--- config.mk ---
export PLATFORM = sky130hd
export DESIGN_NAME = distance_accumulator
export DESIGN_NICKNAME = d
export VERILOG_FILES = /design/src/rtl/distance_pkg.sv /design/src/rtl/distance_accumulator.sv
export SDC_FILE = /design/constraint.sdc
export NUM_CORES = 1
export LEC_CHECK = 0
export ABC_AREA = 1
export CAP_MARGIN = 20
export CORE_MARGIN = 2
export CORE_UTILIZATION = 45
export CTS_CLUSTER_SIZE = 14
export DETAILED_ROUTE_END_ITERATION = 10
export GPL_ROUTABILITY_DRIVEN = 0
export PLACE_DENSITY = 0.74
export SYNTH_ARGS = -nofsm -noshare
export SYNTH_HDL_FRONTEND = slang
export SYNTH_SLANG_ARGS = --single-unit
export TNS_END_PERCENT = 20
--- constraint.sdc ---
create_clock -name iclk -period 3.5 [get_ports iclk]
set_clock_uncertainty 0.2 [all_clocks]
set_input_delay 0.7 -clock iclk [delete_from_list [all_inputs] [get_ports iclk]]
set_output_delay 0.7 -clock iclk [all_outputs]
set_load 0.005 [all_outputs]
--- src/rtl/distance_pkg.sv ---
// Shared definitions for the distance accumulator and its upstream
// squared-difference stage: FSM state encoding and derived-width helpers.
package distance_pkg;

    // Width of the squared-difference word exchanged between the two stages.
    localparam int DIST_DATA_W = 64;

    typedef enum logic [1:0] {
        ACCUM  = 2'd0,
        CMP    = 2'd1,
        RESULT = 2'd2
    } dist_state_e;

    // Accumulator width that can hold vec_len full-scale words without wrapping.
    function automatic int acc_width(input int data_w, input int vec_len);
        return data_w + $clog2(vec_len + 1);
    endfunction

    // Template index width, never narrower than one bit.
    function automatic int idx_width(input int num_templates);
        return (num_templates <= 1) ? 1 : $clog2(num_templates);
    endfunction

endpackage

--- src/rtl/distance_accumulator.sv ---
// Sums VEC_LEN squared differences per template, tracks the minimum sum over
// NUM_TEMPLATES templates and presents the winner until acknowledged.
module distance_accumulator
    import distance_pkg::*;
#(
    parameter int DATA_W        = DIST_DATA_W,
    parameter int VEC_LEN       = 13,
    parameter int NUM_TEMPLATES = 8,
    parameter int ACC_W         = acc_width(DATA_W, VEC_LEN),
    parameter int IDX_W         = idx_width(NUM_TEMPLATES)
) (
    input  logic              iclk,
    input  logic              irst,
    input  logic [DATA_W-1:0] idata,
    input  logic              ivalid,
    output logic              oack,
    output logic [ACC_W-1:0]  odist,
    output logic [IDX_W-1:0]  oindex,
    output logic              ovalid,
    input  logic              iack,
    output logic              obusy
);

    // Element counter reaches VEC_LEN for one cycle before CMP clears it.
    localparam int ELEM_W = $clog2(VEC_LEN + 1);
    localparam logic [ELEM_W-1:0] LAST_ELEM = ELEM_W'(VEC_LEN - 1);
    localparam logic [IDX_W-1:0]  LAST_TMPL = IDX_W'(NUM_TEMPLATES - 1);

    dist_state_e        state_q;
    logic [ACC_W-1:0]   acc_q;
    logic [ACC_W-1:0]   best_q;
    logic [IDX_W-1:0]   best_idx_q;
    logic [ELEM_W-1:0]  elem_cnt_q;
    logic [IDX_W-1:0]   tmpl_cnt_q;
    logic               ack_flag_q;
    logic               ovalid_q;
    logic [ACC_W-1:0]   odist_q;
    logic [IDX_W-1:0]   oindex_q;

    logic               capture;
    logic [ACC_W-1:0]   acc_d;
    logic               new_best;

    // A word is taken once per ivalid assertion, and only while accumulating.
    always_comb begin
        capture  = (state_q == ACCUM) && ivalid && !ack_flag_q;
        acc_d    = acc_q + ACC_W'(idata);
        new_best = (tmpl_cnt_q == '0) || (acc_q < best_q);
    end

    // Control FSM, accumulator, minimum tracker and registered result outputs.
    always_ff @(posedge iclk) begin
        if (irst) begin
            state_q    <= ACCUM;
            acc_q      <= '0;
            best_q     <= '0;
            best_idx_q <= '0;
            elem_cnt_q <= '0;
            tmpl_cnt_q <= '0;
            ack_flag_q <= 1'b0;
            ovalid_q   <= 1'b0;
            odist_q    <= '0;
            oindex_q   <= '0;
        end else begin
            // The acknowledge follows the upstream level regardless of state.
            if (capture) begin
                ack_flag_q <= 1'b1;
            end else if (!ivalid) begin
                ack_flag_q <= 1'b0;
            end

            case (state_q)
                ACCUM: begin
                    if (capture) begin
                        acc_q      <= acc_d;
                        elem_cnt_q <= elem_cnt_q + ELEM_W'(1);
                        if (elem_cnt_q == LAST_ELEM) begin
                            state_q <= CMP;
                        end
                    end
                end
                CMP: begin
                    // Strict compare: on a tie the earlier template keeps the slot.
                    if (new_best) begin
                        best_q     <= acc_q;
                        best_idx_q <= tmpl_cnt_q;
                    end
                    acc_q      <= '0;
                    elem_cnt_q <= '0;
                    if (tmpl_cnt_q == LAST_TMPL) begin
                        state_q <= RESULT;
                    end else begin
                        tmpl_cnt_q <= tmpl_cnt_q + IDX_W'(1);
                        state_q    <= ACCUM;
                    end
                end
                RESULT: begin
                    // An acknowledge only counts once the result is visible.
                    if (ovalid_q && iack) begin
                        ovalid_q   <= 1'b0;
                        tmpl_cnt_q <= '0;
                        state_q    <= ACCUM;
                    end else begin
                        ovalid_q <= 1'b1;
                        odist_q  <= best_q;
                        oindex_q <= best_idx_q;
                    end
                end
                default: begin
                    state_q <= ACCUM;
                end
            endcase
        end
    end

    // Busy covers any in-flight work, including a partially summed template.
    always_comb begin
        obusy = (state_q != ACCUM) || (acc_q != '0) ||
                (elem_cnt_q != '0) || (tmpl_cnt_q != '0);
    end

    assign oack   = ack_flag_q;
    assign ovalid = ovalid_q;
    assign odist  = odist_q;
    assign oindex = oindex_q;

endmodule

# After elaboration in Yosys (flattened, before gate mapping)
# Index checks and enable logic that the tools add are counted.
# W data, S select, Z words.
[word_totals]
reg_bits = 221
latch_bits = 0
ram_bits = 0
romBits = 0
in_bits = 68
out_inout_bits = 74
memories = 0
[classes]
add_sub_neg = 3
n_mul = 0
div_mod_pow = 0
magnitude_cmp = 1
n_eq_ne = 9
shift = 0
mux = 15
bitwise_logic = 1
n_reduce_logical = 21
[op_table]
columns = ["op", "count"]
rows = [
  ["$pmux W68 S2", 1],
  ["$add A68 B64 Y68", 1],
  ["$lt A68 B68 Y1", 1],
  ["$mux W68", 1],
  ["$reduce_bool A68 Y1", 1],
  ["$mux W2", 4],
  ["$pmux W4 S2", 1],
  ["$mux W3", 2],
  ["$ne A2 B2 Y1 const B", 3],
  ["$pmux W2 S3", 1],
  ["$pmux W3 S2", 1],
  ["$reduce_and A2 Y1", 3],
  ["$reduce_and A3 Y1", 2],
  ["$reduce_bool A2 Y1", 3],
  ["$add A4 B1 Y4 const B", 1],
  ["$eq A4 B4 Y1 const B", 1],
  ["$logic_or A1 B1 Y1", 4],
  ["$mux W4", 1],
  ["$ne A2 B1 Y1 const B", 2],
  ["$reduce_bool A4 Y1", 1],
  ["$add A3 B1 Y3 const B", 1],
  ["$eq A3 B3 Y1 const B", 1],
  ["$logic_and A1 B1 Y1", 3],
  ["$logic_not A3 Y1", 1],
  ["7 further kinds", 9],
]

# Logic depth before layout (Yosys ltp)
[depth]
depth_word = 5
mapped_depth = 20
mapped_depth_nobuf = 18

# Least setup slack after synthesis
# OpenSTA, ideal clock, no wires.
[synth_timing]
path_kind = "input port to flip-flop"
from = "input idata[0]"
to = "register acc_q[38]"
arrival_time_ns = 2.364
path_slack_ns = 0.804
stages = 13
path_buffers = 0
path_cell_list = "ha_1 -> fa_1 -> nand3_1 -> nand3_1 -> nand2_1 -> nand2_1 -> nand2_1 -> nand3_1 -> nand2_1 -> nand2_1 -> or2_2 -> nand2_1 -> a21oi_1"
[synth_between]
elab_chain_cells = 3
[synth_rtl]
columns = ["element", "line", "text"]
rows = [
  ["from (decl)", "distance_accumulator.sv:14", "input logic [DATA_W-1:0] idata,"],
  ["$add A68 B64 Y68", "distance_accumulator.sv:47", "acc_d = acc_q + ACC_W'(idata);"],
  ["$mux W68", "distance_accumulator.sv:74", "if (capture) begin"],
  ["$pmux W68 S2", "distance_accumulator.sv:72", "case (state_q)"],
  ["to (signal assigned)", "distance_accumulator.sv:55", "acc_q <= '0;"],
  ["to (signal assigned)", "distance_accumulator.sv:75", "acc_q <= acc_d;"],
  ["to (signal assigned)", "distance_accumulator.sv:88", "acc_q <= '0;"],
  ["to (decl)", "distance_accumulator.sv:30", "logic [ACC_W-1:0] acc_q;"],
]
# Every way passes these cells. The select of a mux whose other input is x is not followed.
# A chain may end at the register's enable or synchronous reset.

# Worst setup path after layout
[layout_timing]
from = "register acc_q[51]"
to = "output obusy"
[layout_between]
elab_chain_cells = 4
[layout_rtl]
columns = ["element", "line", "text"]
rows = [
  ["$reduce_bool A68 Y1", "distance_accumulator.sv:118", "obusy = (state_q != ACCUM) || (acc_q != '0) ||"],
  ["$logic_or A1 B1 Y1 (2 in a row)", "distance_accumulator.sv:118", ""],
  ["$logic_or A1 B1 Y1", "distance_accumulator.sv:119", "(elem_cnt_q != '0) || (tmpl_cnt_q != '0);"],
  ["to (decl)", "distance_accumulator.sv:21", "output logic obusy"],
]
# Every way passes these cells.

==> results by group <==
Timing
  • Setup WS post-layout: 0.3411 ns
  • Fin crit share: 90.25%
  • Final min period: 3.159 ns
  • Relative slew slack: 48.35%
  • RSZ-0062 raised after global routing: no
  • Slew Viols, Final: 0
  • Setup violations, final: 0
  • Max Clock Freq: 316.6 MHz
  • Setup Total Neg Slack: 0 ns
  • Slew @ Worst Pin: 0.7747 ns
  • Fin. Hold Viols: 0

Pwr
  • Switching share of total power: 33.63%
  • Leakage power: just over 9 nW
  • Peak supply drop: around 380 µV
  • Cell Int Power: 0.004991 W
  • Pwr dens: ~400 nW/µm²
  • Seq pwr share: 36.4%
  • Clock power frac: a little under two fifths
  • Comb pwr share: around a quarter
  • Net Switching: about 0.0025 W

GRT
  • Total gr overflow: 0
  • Vias in the first global route: 16026
  • First-pass GRT wire length: approximately 80000 µm
  • Total track usage: 27.62%
  • Antenna violations before repair: 0
  • Largest net degree at the start of global routing: around 150

Finish
  • Final Non-Filler Cells: 3270
  • Syn-to-layout area delta: 17.42%
  • Most common cell after layout, fill and taps aside: nand2_1
  • Commonest cells after routing, fill and taps aside: 814 x nand2_1, 471 x inv_1, 334 x a21oi_1
  • Design Area, Final: 18830 µm²
  • Layout cell share with drive strength beyond 1: 3.667%
  • ANT cells: 0
  • Final #Nets: roughly 3000
  • Filler cells: 3583

Synth
  • Post-synthesis cell count: about 2700
  • Ranking of synthesized cells by area: dfxtp_1 28%, nand2_1 19%, inv_1 11%
  • Flops & latches, synth: around 220
  • Syn Nets: roughly 2900
  • Synth top area share: approximately 28%
  • Post-synth cell types: 31
  • Avg Inst Size Synth: 5.985 µm²
  • Synth warn: 0
  • Largest area contributor in the netlist: dfxtp_1
  • Post-Synthesis Cell Area: 16040 µm²
  • Post-synthesis sequential area ratio: 27.58%

Critical path
  • Most Frequent Cell on Critical Path: nand4_1
  • Worst r2r src: acc_q[54]$_SDFFE_PP0P_
  • Crit-path cells: nor4_4, nand4_1, nor4_2, nand4_1, dlymetal6s2s_1
  • Worst Path Max Fanout: 5
  • CP Launch Point: acc_q[51]$_SDFFE_PP0P_
  • Top cell family by delay on the critical path: simple AND/OR/NAND/NOR gates
  • Crit start category: register
  • Data arrival, critical path: roughly 2.3 ns
  • Bufs and invs on worst path: 1
  • Setup crit end kind: output pin
  • CP max stage delay: 0.38 ns
  • Critical Path RT: 2.60 ns
  • Kind of critical path: reg -> out
  • CP max stage cell: dfxtp_1

Clock tree
  • Clock Tree Root: clkbuf_16
  • CTS Sinks: roughly 220
  • CTS max path bufs: 3
  • CTS Buf Count: 25
  • Clk slew on worst S/H paths: roughly 0.070 ns
  • CTS tree: yes
  • Worst skew pair latency: around 0.57 ns
  • # hold bufs at CTS: 0
  • CTS H-tree lvls: 1

Run
  • Maxcap violations: 0

Die
  • Standard-cell rows: 69
  • Core area: 35310 µm²
  • Die Span Y: 192.8 µm
  • Initial Util: 45.43%
  • Ports: 142
  • Full die area: about 37000 µm²
  • Die boundary width: between 150 and 200 µm

Routing
  • DR iter-0 viols: 1462
  • Drt drc: 0
  • Post-route antenna net violation count: 0
  • DR vias: around 17000
  • Drt pass-1 iters: 6
  • Detailed Route WL: 51300 µm
  • Vias/cell: 5.261
  • Wire length per cell: 15.69 µm

Placed design
  • Port bufs: approximately 140
  • Placed cells: 3226
  • Pre-CTS setup slack: a little under 0.01 ns
  • Final HPWL DP: 39990 µm
  • Dpl cell area: ~18000 µm²

Outcome
  • Status: finished clean

Min path
  • Hold Crit Class: reg -> reg
  • Hold_sp: best_q[13]$_SDFFE_PP0P_
[layer usage]
metal	vias to the layer above	GRT usage, %	wire [µm]	part of all wire, %
met5	-	0	0	0
met4	0	12.98	2503	4.9
met3	141	4.292	4198	8.2
met2	749	44.64	22570	44
met1	7658	35.99	22040	43
li1	8654	-	-	-
[worst reg2reg max path: cells and delay by family (launching register included)]
family,cells,cell delay [ns]
and+or+nand+nor,12,1.05
DFF,1,0.57
AOI/OAI and AO/OA,1,0.21
adders and majority gates,1,0.31
buffers and inverters,2,0.63
[synthesized netlist by cell type (all sizes together)]
library cell	count
xor2	1
o21bai	10
o21a	3
o21ai	129
and2	2
nand2	816
or2	9
o22ai	1
clkbuf	58
clkinv	1
dfxtp	221
ha	136
nand3	144
nand3b	20
a21o	5
nor3	20
nor2	244
inv	472
nor4	10
fa	1
nand4	13
a21boi	5
buf	25
a21oi	334
[worst paths after layout]
path                             endpoint  cells after the start  slack, ns
setup / recovery                    obusy                      5       0.34
hold / removal    best_q[13]$_SDFFE_PP0P_                      2       0.28
setup reg to reg  best_q[39]$_SDFFE_PP0P_                     16       0.40
hold reg to reg   best_q[13]$_SDFFE_PP0P_                      2       0.28
[timing repair]
item | CTS | global route
pin swaps | 1 | 3
gates resized for setup | 3 | 6
hold endpoints to repair | 0 | 0
setup buffers | 0 | 0
endpoints found under the setup margin | 1 | 1
[layout make-up]
type	count	area [µm²]	share of cell area (%)
clock buffers	33	705.7	3.747
clock inverters	11	180.2	0.9566
inverters	473	1779	9.447
multi-input cells	1903	9518	50.53
flip-flops and latches	221	4425	23.50
well taps	461	576.8	3.063
repair buffers	168	1649	8.756
[power by group through the flow]
| stage | Combinational, W | Sequential [W] | Clock, W |
|---|---|---|---|
| after floorplan | 0.00128 | 0.00272 | 0 |
| after CTS | 0.00187 | 0.00273 | 0.00290 |
| after global placement | 0.00181 | 0.00278 | 0 |
| after global routing | 0.00214 | 0.00274 | 0.00300 |
| final | 0.00192 | 0.00274 | 0.00287 |
| after detailed placement | 0.00185 | 0.00278 | 0 |
[metrics by stage]
step	total power [W]	util [%]	hold WS, ns
finish	0.007521	53.34	0.2781
global route	0.007892	53.34	0.2906
CTS	0.007493	53.25	0.2779
detailed placement	0.004633	50.69	0.2654
global placement	0.004591	50.69	0.2596
floorplan	0.003999	-	0.2463
[logic make-up after synthesis]
| kind of cell | Yosys count | share of synthesized area [%] |
|---|---|---|
| and+or+nand+nor | 1278 | 32.57 |
| buffers and inverters | 556 | 13.49 |
| AOI/OAI and AO/OA | 487 | 15.56 |
| DFF | 221 | 27.58 |
| adders and majority gates | 137 | 10.73 |
| xor gates and xnor gates | 1 | 0.05461 |
[sequential cells by signal, summed over array words and instances (netlist names)]
| signal | count |
|---|---|
| odist | 68 |
| oindex | 3 |
| acc_q | 68 |
| ovalid | 1 |
| best_q | 68 |
| state_q | 2 |
| elem_cnt_q | 4 |
| best_idx_q | 3 |
| oack | 1 |
| tmpl_cnt_q | 3 |
No activity file was read; power rests on OpenSTA's default activity.
